File: src/rtl/digital_lock_pkg.sv
// rtl/digital_lock_pkg.sv - shared state encoding and default constants for digital_lock_seq
package digital_lock_pkg;

  typedef enum logic [1:0] {
    ST_ENTRY   = 2'd0,
    ST_OPEN    = 2'd1,
    ST_LOCKOUT = 2'd2
  } lock_state_t;

  localparam int         FAIL_W             = 4;
  localparam int         DEF_CODE_LEN       = 4;
  localparam logic [3:0] DEF_CODE           = 4'b1101;
  localparam int         DEF_MAX_FAIL       = 3;
  localparam int         DEF_LOCKOUT_CYCLES = 8;

endpackage

File: src/rtl/lock_timer.sv
// rtl/lock_timer.sv - loadable down-counter with a done flag, times the lockout window
module lock_timer #(
  parameter int W = 3
) (
  input  logic         clk,
  input  logic         reset,
  input  logic         load,
  input  logic         en,
  input  logic [W-1:0] load_val,
  output logic         done
);

  logic [W-1:0] count;

  // load wins over decrement; the counter parks at zero until reloaded
  always_ff @(posedge clk or negedge reset) begin
    if (!reset) begin
      count <= '0;
    end else if (load) begin
      count <= load_val;
    end else if (en && (count != '0)) begin
      count <= count - 1'b1;
    end
  end

  assign done = (count == '0);

endmodule

File: src/rtl/digital_lock_seq.sv
// rtl/digital_lock_seq.sv - serial code lock with fail counting and timed lockout (option: DIGITAL_LOCK_PROG_EN)
module digital_lock_seq
  import digital_lock_pkg::*;
#(
  parameter int                  CODE_LEN       = DEF_CODE_LEN,
  parameter logic [CODE_LEN-1:0] CODE           = CODE_LEN'(DEF_CODE),
  parameter int                  MAX_FAIL       = DEF_MAX_FAIL,
  parameter int                  LOCKOUT_CYCLES = DEF_LOCKOUT_CYCLES
) (
  input  logic              clk,
  input  logic              reset,
  input  logic              in_bit,
  input  logic              in_valid,
  input  logic              abort,
  input  logic              relock,
`ifdef DIGITAL_LOCK_PROG_EN
  input  logic              prog_valid,
  input  logic [CODE_LEN-1:0] prog_code,
`endif
  output logic              unlock,
  output logic              fail_pulse,
  output logic              lockout,
  output logic [FAIL_W-1:0] fail_cnt
);

  localparam int CW = (CODE_LEN > 1) ? $clog2(CODE_LEN) : 1;
  localparam int TW = (LOCKOUT_CYCLES > 1) ? $clog2(LOCKOUT_CYCLES) : 1;
  localparam logic [CW-1:0]     LAST_BIT = CW'(CODE_LEN - 1);
  localparam logic [FAIL_W-1:0] FAIL_MAX = FAIL_W'(MAX_FAIL);
  localparam logic [TW-1:0]     TMR_LOAD = TW'(LOCKOUT_CYCLES - 1);

  lock_state_t         state;
  logic [CODE_LEN-2:0] shift_q;
  logic [CW-1:0]       bit_cnt;
  logic [CODE_LEN-1:0] code_q;
  logic [CODE_LEN-1:0] attempt;
  logic [FAIL_W-1:0]   fail_next;
  logic                last_bit;
  logic                match;
  logic                goto_lock;
  logic                tmr_done;

`ifdef DIGITAL_LOCK_PROG_EN
  // the programmed code only changes while the lock is open
  always_ff @(posedge clk or negedge reset) begin
    if (!reset) begin
      code_q <= CODE;
    end else if ((state == ST_OPEN) && prog_valid) begin
      code_q <= prog_code;
    end
  end
`else
  assign code_q = CODE;
`endif

  // attempt decode: the incoming bit completes the word without waiting a cycle
  always_comb begin
    attempt   = {shift_q, in_bit};
    last_bit  = (state == ST_ENTRY) && in_valid && !abort && (bit_cnt == LAST_BIT);
    match     = (attempt == code_q);
    fail_next = (fail_cnt == FAIL_MAX) ? fail_cnt : fail_cnt + 1'b1;
    goto_lock = last_bit && !match && (fail_next == FAIL_MAX);
  end

  lock_timer #(
    .W (TW)
  ) u_timer (
    .clk      (clk),
    .reset    (reset),
    .load     (goto_lock),
    .en       (state == ST_LOCKOUT),
    .load_val (TMR_LOAD),
    .done     (tmr_done)
  );

  // main lock FSM with registered outputs
  always_ff @(posedge clk or negedge reset) begin
    if (!reset) begin
      state      <= ST_ENTRY;
      shift_q    <= '0;
      bit_cnt    <= '0;
      fail_cnt   <= '0;
      unlock     <= 1'b0;
      fail_pulse <= 1'b0;
      lockout    <= 1'b0;
    end else begin
      fail_pulse <= 1'b0;
      case (state)
        ST_ENTRY: begin
          if (abort) begin
            bit_cnt <= '0;
            shift_q <= '0;
          end else if (in_valid) begin
            shift_q <= attempt[CODE_LEN-2:0];
            if (bit_cnt == LAST_BIT) begin
              bit_cnt <= '0;
              if (match) begin
                state    <= ST_OPEN;
                unlock   <= 1'b1;
                fail_cnt <= '0;
              end else begin
                fail_pulse <= 1'b1;
                fail_cnt   <= fail_next;
                if (fail_next == FAIL_MAX) begin
                  state   <= ST_LOCKOUT;
                  lockout <= 1'b1;
                end
              end
            end else begin
              bit_cnt <= bit_cnt + 1'b1;
            end
          end
        end
        ST_OPEN: begin
          if (relock) begin
            state   <= ST_ENTRY;
            unlock  <= 1'b0;
            bit_cnt <= '0;
            shift_q <= '0;
          end
        end
        ST_LOCKOUT: begin
          if (tmr_done) begin
            state    <= ST_ENTRY;
            lockout  <= 1'b0;
            fail_cnt <= '0;
          end
        end
        default: begin
          state   <= ST_ENTRY;
          unlock  <= 1'b0;
          lockout <= 1'b0;
          bit_cnt <= '0;
        end
      endcase
    end
  end

endmodule

File: config.mk
export PLATFORM = sky130hd
export DESIGN_NAME = digital_lock_seq
export DESIGN_NICKNAME = d
export VERILOG_FILES = /design/src/rtl/digital_lock_pkg.sv /design/src/rtl/lock_timer.sv /design/src/rtl/digital_lock_seq.sv
export SDC_FILE = /design/constraint.sdc
export NUM_CORES = 1
export LEC_CHECK = 0
export ABC_AREA = 1
export ABC_CLOCK_PERIOD_IN_PS = 3000
export BUFFER_PORTS_ARGS = -buffer_cell sky130_fd_sc_hd__buf_2
export CORE_MARGIN = 1
export CORE_UTILIZATION = 25
export CTS_BUF_LIST = sky130_fd_sc_hd__clkbuf_4 sky130_fd_sc_hd__clkbuf_8
export DETAILED_ROUTE_END_ITERATION = 8
export GPL_TIMING_DRIVEN = 1
export PLACE_DENSITY = 0.38
export SLEW_MARGIN = 20
export SYNTH_ARGS = -nofsm -noshare
export SYNTH_HDL_FRONTEND = slang
export SYNTH_SLANG_ARGS = --single-unit
File: constraint.sdc
create_clock -name clk -period 3 [get_ports clk]
set_input_delay 0 -clock clk [delete_from_list [all_inputs] [get_ports clk]]
set_output_delay 0 -clock clk [all_outputs]
set_load 0.03 [all_outputs]
; Yosys cells after proc, flatten, opt, wreduce, memory -nomap -nowiden
; Cells that the tools add are included.
[word_totals]
reg_bits = 17
output_inout_bits = 7
[classes]
add_sub_neg = 3
eq_ne = 16
n_mux = 43
n_bitwise = 2
n_reduce_logical = 20
[ops]
columns = cell, n
row1 = 4-bit two-way mux, 6
row2 = 2-bit two-way mux, 10
row3 = 1-bit two-way mux, 16
row4 = 3-bit two-way mux, 5
row5 = 2-bit inequality test (second input constant), 6
row6 = 2-bit case mux with 3 select lines, 2
row7 = 6-bit AND reduction, 2
row8 = 4-bit by 2-bit == test with 1-bit output (second input constant), 2
row9 = 4-bit case mux with 2 select lines, 1
row10 = 7-bit AND reduction, 1
row11 = 1-bit logical AND, 6
row12 = 1-bit case mux with 3 select lines, 2
row13 = 3-bit case mux with 2 select lines, 1
row14 = 3-bit AND reduction, 2
row15 = 2-bit nonzero test, 3
row16 = 5-bit AND reduction, 1
row17 = 4-bit by 1-bit adder with 4-bit output (second input constant), 1
row18 = 2-bit == test (second input constant), 2
row19 = 4-bit == test (second input constant), 1
row20 = 2-bit by 1-bit inequality test with 1-bit output (second input constant), 2
row21 = 3-bit logical NOT, 1
row22 = 3-bit by 2-bit inequality test with 1-bit output (second input constant), 1
row23 = 3-bit inequality test (second input constant), 1
row24 = 3-bit nonzero test, 1
row25 = 6 further kinds, 8

; Longest topological paths before layout
; Gate-level depths: netlist (run 1).
[logic_depth]
depth_word = 9
depth_mapped = 9
depth_no_buf = 9

; Cells and area by module
; From an unflattened synthesis (run 1), not the netlist that was laid out.
[hier_totals]
hier_cells = 134
area_unflattened_um2 = 1016.0
[modules_own_cells]
columns = module, instances, cells_each, area_per_inst_um2, seq_area_each_um2
row1 = digital_lock_seq, 1, 107, 823.3, 350.3
row2 = lock_timer, 1, 27, 192.7, 75.1

; Worst setup path after synthesis (run 1)
; OpenSTA, ideal clock, no wires.
[synth_timing]
path_kind = flip-flop to flip-flop
start = register fail_cnt[1]
end = register lockout
arrival_time_ns = 1.380
setup_slack_ns = 1.542
stages_incl_launch_ff = 10
path_buffers = 0
path_cell_list = dfrtp_1 > ha_1 > inv_1 > nand2_1 > nand2_1 > nand2_1 > nand3_1 > nor2_1 > nand2_1 > a21oi_1
[synth_between]
elab_chain_len = 5
word_cells_on_any_way = 6
classes_between = add/sub: 1 / eq/ne: 3 / mux: 1 / reduce/logical: 1
[synth_lines]
columns = item, line_no
row1 = from (decl), digital_lock_seq.sv:23  ; output logic [FAIL_W-1:0] fail_cnt
row2 = from (signal assigned), digital_lock_seq.sv:103  ; fail_cnt <= fail_next;
row3 = 4-bit by 1-bit adder with 4-bit output or 4-bit by 2-bit == test with 1-bit output (tied branches), digital_lock_seq.sv:61  ; fail_next = (fail_cnt == FAIL_MAX) ? fail_cnt : fail_cnt + 1'b1;
row4 = 4-bit two-way mux *, digital_lock_seq.sv:61
row5 = 4-bit by 2-bit == test with 1-bit output *, digital_lock_seq.sv:104  ; if (fail_next == FAIL_MAX) begin
row6 = 2-bit by 1-bit inequality test with 1-bit output (no source line) *, --
row7 = 7-bit AND reduction (no source line) *, --
row8 = to (signal assigned), digital_lock_seq.sv:85  ; lockout <= 1'b0;
row9 = to (signal assigned), digital_lock_seq.sv:106  ; lockout <= 1'b1;
row10 = to (signal assigned), digital_lock_seq.sv:125  ; lockout <= 1'b0;
row11 = to (decl), digital_lock_seq.sv:22  ; output logic lockout,
; Every way passes the cells marked *; elsewhere a longest branch is shown, timed or not.
; A chain may end at the register's enable or synchronous reset.

; Final worst setup path (run 1)
[layout_timing]
start = register state[1]
end = register bit_cnt[0]
[layout_between]
elab_chain_len = 3
word_cells_on_any_way = 8
classes_between = eq/ne: 4 / mux: 1 / bitwise: 1 / reduce/logical: 2
[layout_lines]
columns = item, line_no
row1 = from (decl), digital_lock_seq.sv:32  ; lock_state_t state;
row2 = from (signal assigned), digital_lock_seq.sv:79  ; state <= ST_ENTRY;
row3 = from (signal assigned), digital_lock_seq.sv:98  ; state <= ST_OPEN;
row4 = from (signal assigned), digital_lock_seq.sv:105  ; state <= ST_LOCKOUT;
row5 = "2-bit by 1-bit == test with 1-bit output, or another cell as far along", digital_lock_seq.sv:88  ; case (state)
row6 = "2-bit inequality test (no source line), or another cell as far along", --
row7 = 3-bit AND reduction (no source line), --
row8 = to (signal assigned), digital_lock_seq.sv:110  ; bit_cnt <= bit_cnt + 1'b1;
row9 = to (decl), digital_lock_seq.sv:34  ; logic [CW-1:0] bit_cnt;
; Parallel ways exist; a longest one is shown, timed or not.

==> results_dict.tcl, run 1 <==
set metrics [dict create \
    synth.distinct_cells 22 \
    grt_max_degree 18 \
    final_antenna_net_count 0 \
    cts_resized 0 \
    fp.dieH_um 63.4 \
    end_kind "flop" \
    final_core_util 0.322 \
    worstHoldPathCells 3 \
    power.density_nw_per_um2 621 \
    antennaDiodeCount 0 \
    post_cts_buffers 0 \
    fmax_mhz 672 \
    reg2reg_depth 4 \
    netlist_instances 122 \
    ctsHtreeMaxLevel 1 \
    syn_area_per_cell_um2 7.71 \
    yosysTopAreaCellShare 0.452 \
    arrival_ps 1620 \
    setup_slack_ps 1510 \
    dpl_cell_area_um2 1060 \
    drive_above_1_share 0.158 \
    track_usage 0.106 \
    clk_pin_slew_worst_paths_ps 60 \
    io_pins 13 \
    first_pass_iters 4 \
    core-area_um2 3470 \
    synth_warnings 0 \
    dp.cells 180 \
    stdcell_count 185 \
    cp.required_ps 3130 \
    hp-class "primary input to flop" \
    die_area_um2 4010 \
    via_per_inst 4.55 \
    period_share 0.496 \
    yosys.area.top_type "dfrtp_1" \
    portBuffers 12 \
    post-layout-total-power_mw 0.694 \
    fillers 391 \
    start_util 0.271 \
    clock_skew_ps 0.810 \
    syn-num-nets 132 \
    final_common_cell "nand2_1" \
    final_nets 150 \
    cp-start-kind "flop" \
    cts_buffers 3 \
    area_growth_pct 18.7 \
    place.gp.congestion 0.735 \
    cap_violations 0 \
    multi_input_area_um2 440 \
    clock_latency_ps 250 \
    wl_per_cell_um 10.5 \
    holdWs_ps 11.4 \
    cts.sinks 17 \
    ys_ff_latch 17 \
    peakVddDrop_v 0.000184 \
    synth_area_leaders "dfrtp_1 (45%), nand2_1 (12%), nand3_1 (8.5%)" \
    grt_setup_unrepaired "false" \
    syn_area_um2 941 \
    grt_overflow 0 \
    status "complete, no violations" \
    drt-total-wl_um 1950 \
    vias 842 \
    drc_errors 0 \
    rows 21 \
    clock_path_buffers 2 \
    worstPathMaxFanout 7 \
    grt_pass1_wl_um 3320 \
    final.min_clock_period_ps 1490 \
    post-dp-hpwl_um 1530 \
    root_buffer "clkbuf_8" \
    antenna_found_initial 0 \
    ctsHoldBuffers 1 \
    register_area_um2 425 \
    final_hold_viol_count 0 \
    power.leakage_nw 0.604 \
    synth-seq-area-share 0.452 \
    cts_tree "yes" \
    place_ws_ps 1530 \
    worst_pin_slew_ps 394 \
    slew_viol_final 0 \
    setup_viol 0 \
    slew_headroom 0.737 \
    layout_common_cells "nand2_1 (31), inv_1 (19), dfrtp_1 (17)" \
    fp.dieW_um 63.4 \
    finalSetupTns_ps 0 \
    drt_iter0_drc 25 \
    grt_pass1_vias 757 \
    design_area_um2 1120 \
    worstSetupPathType "flop to flop" \
]
-- area by class of cell --
class                   count  area share
clock buffers               4      0.0437
inverters                  20      0.0672
multi-input cells          85       0.394
flip-flops and latches     17       0.381
well taps                  46      0.0515
repair buffers             13      0.0627
-- metal layers --
metal	wire [um]	vias to the layer above	part of all wire	track usage
met5	0	-	0	0
met3	80	2	0.041	0.0399
met2	866	13	0.44	0.157
met1	979	399	0.50	0.141
li1	-	428	-	-
met4	22	0	0.011	0.0369
-- registers in the layout, summed over array words and instances, names as in the netlist --
name           count
bit_cnt            2
fail_cnt           4
fail_pulse         1
lockout            1
shift_q            3
state              2
u_timer.count      3
unlock             1
-- kinds of logic after synthesis --
logic type | count (synthesis) | share of synthesized area
flops | 17 | 0.452
simple gates | 66 | 0.318
xor+xnor | 1 | 0.00931
mux | 1 | 0.0120
fa+ha+maj | 4 | 0.0532
buf+inv | 20 | 0.0798
compound gates | 13 | 0.0758
-- critical path, stage by stage, from the launching register on --
cell and delay (ps):
dfrtp_1 470, nor2_2 280, nand3_1 170, nand3_2 120
mux2_2 340
-- worst paths after layout --
check / from / end / slack [ps]
max in group asynchronous: reset / bit_cnt[1]$_DFFE_PN0P_ / 2520
hold reg to reg: bit_cnt[1]$_DFFE_PN0P_ / bit_cnt[1]$_DFFE_PN0P_ / 500
setup / recovery: state[1]$_DFFE_PN0P_ / bit_cnt[0]$_DFFE_PN0P_ / 1510
min in group asynchronous: reset / fail_cnt[2]$_DFFE_PN0P_ / 200
hold / removal: in_bit / shift_q[0]$_DFFE_PN0P_ / 10
setup reg to reg: state[1]$_DFFE_PN0P_ / bit_cnt[0]$_DFFE_PN0P_ / 1510
-- power by group --
part	internal (mW)	switching (mW)
combinational	0.0728	0.144
sequential	0.266	0.0346
clock	0.103	0.0739
total	0.442	0.252
-- Yosys cell counts --
library cell / n
inv_2: 1
nand2_2: 1
dfrtp_1: 17
nand3_1: 16
nand2_1: 31
nor2_1: 10
o21ai_1: 1
inv_1: 19
nor2_2: 1
xor2_1: 1
nor2_4: 1
or2_0: 1
a22oi_1: 1
o22ai_1: 3
ha_1: 4
a21oi_1: 2
o21ai_0: 6
nor3_1: 1
mux2_2: 1
nand3_2: 1
nand4_1: 2
nand3b_1: 1
No activity file was read; power rests on OpenSTA's default activity.
==> run 2: changes to the inputs <==
ABC_CLOCK_PERIOD_IN_PS = 1450   (was 3000)
clock period = 1.45 ns   (was 3 ns; I/O delays follow)
==> run 2 against run 1 <==
Routed wire length up 5.5%. Register-to-register slack worse by 1400 ps. Via count shrank 0.24%. Largest cell class unchanged. Clock skew up 7.0 ps. Worst hold slack better by 18 ps. Global-route usage up 1.2 points. Largest power group unchanged.
==> results_dict.tcl, run 2 (synthesis results as in run 1) <==
set metrics [dict create \
    status "complete, no violations" \
    fp.dieH_um 63.4 \
    worst_pin_slew_ps 410 \
    slew_headroom 0.727 \
    fmax_mhz 762 \
    finalSetupTns_ps 0 \
    drc_errors 0 \
    area_growth_pct 26.5 \
    die_area_um2 4010 \
    core-area_um2 3470 \
    top_regs "fail_cnt (4), shift_q (3), u_timer.count (3)" \
    slowest_stage "dfrtp_1" \
    p_int_mw 0.950 \
    vias 840 \
    power.switching_mw 0.586 \
    drt-total-wl_um 2060 \
    start_util 0.271 \
    worstSetupPathType "flop to flop" \
    peakVddDrop_v 0.000459 \
    crit_start "state[0]$_DFFE_PN0P_" \
    power.leakage_nw 0.631 \
    final_nets 156 \
    worst-path-stages 4 \
    end_kind "flop" \
    slew_viol_final 0 \
    grt_setup_unrepaired "false" \
    max_stage_delay_ps 440 \
    regToRegSetupSlack_ps 140 \
    cts_tree "yes" \
    layout_common_cells "nand2_1 (28), inv_1 (19), nand3_1 (16)" \
    r2r_end "bit_cnt[0]$_DFFE_PN0P_" \
    clock_latency_ps 260 \
    final.min_clock_period_ps 1310 \
    portBuffers 12 \
    fillers 393 \
    drive_above_1_share 0.262 \
    largest_reg_flops 4 \
    setup_viol 0 \
    path_cells "nor2_2 > nand3_1 > nand3_2 > mux2_2" \
    final_antenna_net_count 0 \
    grt_overflow 0 \
    rows 21 \
    hp-class "primary input to flop" \
    wl_per_cell_um 10.8 \
    clock_path_buffers 2 \
    cp.required_ps 1600 \
    hold_start "relock" \
    worst_path_dominant_cell_family "flip-flops" \
    largest-register "fail_cnt" \
    place.gp.congestion 0.767 \
    drt_iter0_drc 51 \
    antennaDiodeCount 0 \
    final_common_cell "nand2_1" \
    fp.dieW_um 63.4 \
    endpoint "bit_cnt[0]$_DFFE_PN0P_" \
    power_frac_clock 0.244 \
    rr_startpoint "state[0]$_DFFE_PN0P_" \
    post-dp-hpwl_um 1580 \
    crit_buf_inv 0 \
    period_share 0.905 \
    power.density_nw_per_um2 1290 \
    track_usage 0.119 \
    holdWs_ps 28.9 \
    cts.sinks 17 \
    io_pins 13 \
    grt_max_degree 18 \
    root_buffer "clkbuf_8" \
    setup_slack_ps 138 \
    seq_power_share 0.390 \
    place_ws_ps 83.4 \
    final_hold_viol_count 0 \
    first_pass_iters 4 \
    ctsHtreeMaxLevel 1 \
    cts_buffers 3 \
    worstPathMaxFanout 4 \
    reg2reg_depth 4 \
    arrival_ps 1460 \
    clock_skew_ps 7.79 \
    power.switching_fraction 0.382 \
    clk_pin_slew_worst_paths_ps 80 \
    grt_pass1_wl_um 3630 \
    grt_pass1_vias 809 \
    post_cts_buffers 0 \
    antenna_found_initial 0 \
    cap_violations 0 \
    via_per_inst 4.40 \
    cp-start-kind "flop" \
    p_comb_frac 0.366 \
]
[run 2: routing by layer]
layer  global-route usage  up-vias  part of all wire
met5                    0        -                 0
met4               0.0682        0             0.028
li1                     -      440                 -
met1                0.163      385              0.52
met2                0.170       10              0.42
met3               0.0236        5             0.025
[run 2: worst min path at each step]
stage,cells after the start,end,slack (ps)
3_5_place_dp,1,bit_cnt[0]$_DFFE_PN0P_,-30
5_1_grt,4,state[0]$_DFFE_PN0P_,70
2_1_floorplan,0,bit_cnt[0]$_DFFE_PN0P_,-300
6_report,4,state[0]$_DFFE_PN0P_,30
4_1_cts,4,state[0]$_DFFE_PN0P_,30
3_3_place_gp,1,bit_cnt[1]$_DFFE_PN0P_,-40
[run 2: power groups by stage]
stage | registers (mW) | logic [mW] | clock network, mW
2_1_floorplan | 0.689 | 0.268 | 0
3_3_place_gp | 0.605 | 0.520 | 0
3_5_place_dp | 0.608 | 0.527 | 0
4_1_cts | 0.598 | 0.533 | 0.396
5_1_grt | 0.610 | 0.643 | 0.415
6_report | 0.599 | 0.563 | 0.375
[run 2: timing repair]
item                                   4_1_cts  5_1_grt
setup endpoints to repair                    0        7
endpoints found under the hold margin       18        0
gates resized for setup                      0        9
hold buffers                                 2        0
[run 2: layout make-up]
| cell class | count | area [um2] | share of cell area |
|---|---|---|---|
| Tap cell | 46 | 57.6 | 0.0484 |
| Inverter | 20 | 75.1 | 0.0631 |
| Sequential cell | 17 | 429 | 0.361 |
| Multi-Input combinational cell | 85 | 464 | 0.390 |
| Timing Repair Buffer | 19 | 118 | 0.0988 |
| Clock buffer | 3 | 41.3 | 0.0347 |
| Clock inverter | 1 | 5.00 | 0.00421 |
[run 2: tightest hold or removal path: cells and delay by family]
family | cells | cell delay (ps)
buf+inv | 2 | 110
simple gates | 2 | 150
[run 2: stage by stage]
stage	utilization	total power [mW]	cell area [um2]	instances
3_3_place_gp	0.317	1.12	1100	185
5_1_grt	0.343	1.67	1190	191
4_1_cts	0.336	1.53	1160	191
2_1_floorplan	-	0.957	943	122
3_5_place_dp	0.317	1.13	1100	185
6_report	0.343	1.54	1190	191
==> run 3: changes to the inputs <==
RECOVER_POWER = 25   (was unset)
==> run 3 against run 2 <==
Sequential power about the same. Critical path depth unchanged. Power about the same. Flip-flop and latch count unchanged. Critical endpoint unchanged. Final area down 0.11%. Highest routed layer unchanged. Worst setup slack unchanged. Combinational power about the same. Fmax unchanged. Routed wire length unchanged. Non-clock buffer count unchanged. Core utilization about the same. Die area unchanged.
==> results_dict.tcl, run 3 (synthesis results as in run 1) <==
set metrics [dict create \
    met3_length_um 51 \
    peakVddDrop_v 0.000459 \
    holdWs_ps 28.9 \
    clock_latency_ps 260 \
    setup_viol 0 \
    finalSetupTns_ps 0 \
    layout_common_cells "nand2_1 (28), inv_1 (19), nand3_1 (16)" \
    post-dp-hpwl_um 1580 \
    core-area_um2 3470 \
    drc_errors 0 \
    slew_viol_final 0 \
    drt-total-wl_um 2060 \
    period_share 0.905 \
    clock_skew_ps 7.79 \
    clock_path_buffers 2 \
    cp.required_ps 1600 \
    final_common_cell "nand2_1" \
    top_layer "met4" \
    grt_overflow 0 \
    wl_met1_um 1080 \
    hp-class "primary input to flop" \
    final.min_clock_period_ps 1310 \
    antenna_found_initial 0 \
    post-layout-total-power_mw 1.54 \
    io_pins 13 \
    largest_reg_flops 4 \
    track_usage 0.119 \
    root_buffer "clkbuf_8" \
    power.leakage_nw 0.628 \
    cap_violations 0 \
    clk_pin_slew_worst_paths_ps 80 \
    via_per_inst 4.40 \
    ctsHtreeMaxLevel 1 \
    die_area_um2 4010 \
    grt_setup_unrepaired "false" \
    antennaDiodeCount 0 \
    final_antenna_net_count 0 \
    wl_per_cell_um 10.8 \
    final_hold_viol_count 0 \
    grt_pass1_vias 809 \
    cts_tree "yes" \
    worstSetupPathType "flop to flop" \
    wl_met2_um 869 \
    worst_pin_slew_ps 984 \
    cts_buffers 3 \
    area_growth_pct 26.3 \
    cts.sinks 17 \
    drive_above_1_share 0.255 \
    status "complete, no violations" \
    fp.dieW_um 63.4 \
    start_util 0.271 \
    drt_iter0_drc 51 \
    grt_pass1_wl_um 3630 \
    power.density_nw_per_um2 1290 \
    portBuffers 12 \
    grt_max_degree 18 \
    place.gp.congestion 0.767 \
    cp-start-kind "flop" \
    fmax_mhz 762 \
    vias 840 \
    top_regs "fail_cnt (4), shift_q (3), u_timer.count (3)" \
    fp.dieH_um 63.4 \
    arrival_ps 1460 \
    largest-register "fail_cnt" \
    final_nets 156 \
    first_pass_iters 4 \
    end_kind "flop" \
    slew_headroom 0.344 \
    rows 21 \
    worstPathMaxFanout 4 \
]
run 3: cell count changes in the layout (fill, tap and decap cells not counted), sizes merged:
cell	previous run	this run
clkbuf	3	4
buf	17	16
run 3: timing repair:
action / CTS / global route
resized for setup: 0 / 9
setup buffers: 0 / 0
hold endpoints to repair: 18 / 0
endpoints found under the setup margin: 0 / 7
hold buffers: 2 / 0
run 3: critical path: stages, from the launching register on:
cell     delay (ps)
dfrtp_1         440
nor2_2          200
nand3_1         130
nand3_2         100
mux2_2          330
run 3: routing by layer:
metal | vias to the layer above | track usage
li1 | 440 | -
met5 | - | 0
met2 | 10 | 0.170
met1 | 385 | 0.163
met3 | 5 | 0.0236
met4 | 0 | 0.0682
run 3: final timing paths:
path	from	endpoint	slack, ps	cells after the start
max in group asynchronous	reset	fail_cnt[1]$_DFFE_PN0P_	370	2
min in group asynchronous	reset	bit_cnt[0]$_DFFE_PN0P_	410	2
min reg2reg	bit_cnt[1]$_DFFE_PN0P_	bit_cnt[1]$_DFFE_PN0P_	500	2
max	state[0]$_DFFE_PN0P_	bit_cnt[0]$_DFFE_PN0P_	140	4
max reg2reg	state[0]$_DFFE_PN0P_	bit_cnt[0]$_DFFE_PN0P_	140	4
min	relock	state[0]$_DFFE_PN0P_	30	4
run 3: layout make-up:
| type | instances | area, um2 |
|---|---|---|
| fillers | 394 | 2280 |
| multi-input cells | 85 | 464 |
| flip-flops and latches | 17 | 429 |
| repair buffers | 19 | 116 |
| inverters | 20 | 75.1 |
| well taps | 46 | 57.6 |
| clock buffers | 3 | 41.3 |
| clock inverters | 1 | 5.00 |
run 3: through the flow:
step	cell area, um2	utilization	cells	worst slack [ps]
after CTS	1160	0.336	191	71.6
final	1190	0.343	191	138
after global placement	1100	0.317	185	84.2
after global routing	1190	0.343	191	20.1
after floorplan	943	-	122	93.0
after detailed placement	1100	0.317	185	83.4
run 3: power by group:
group,switching (mW),leakage [nW],internal (mW)
Clock,0.183,0.0255,0.191
Sequential,0.0444,0.221,0.554
Combinational,0.359,0.382,0.204
Total,0.586,0.628,0.950
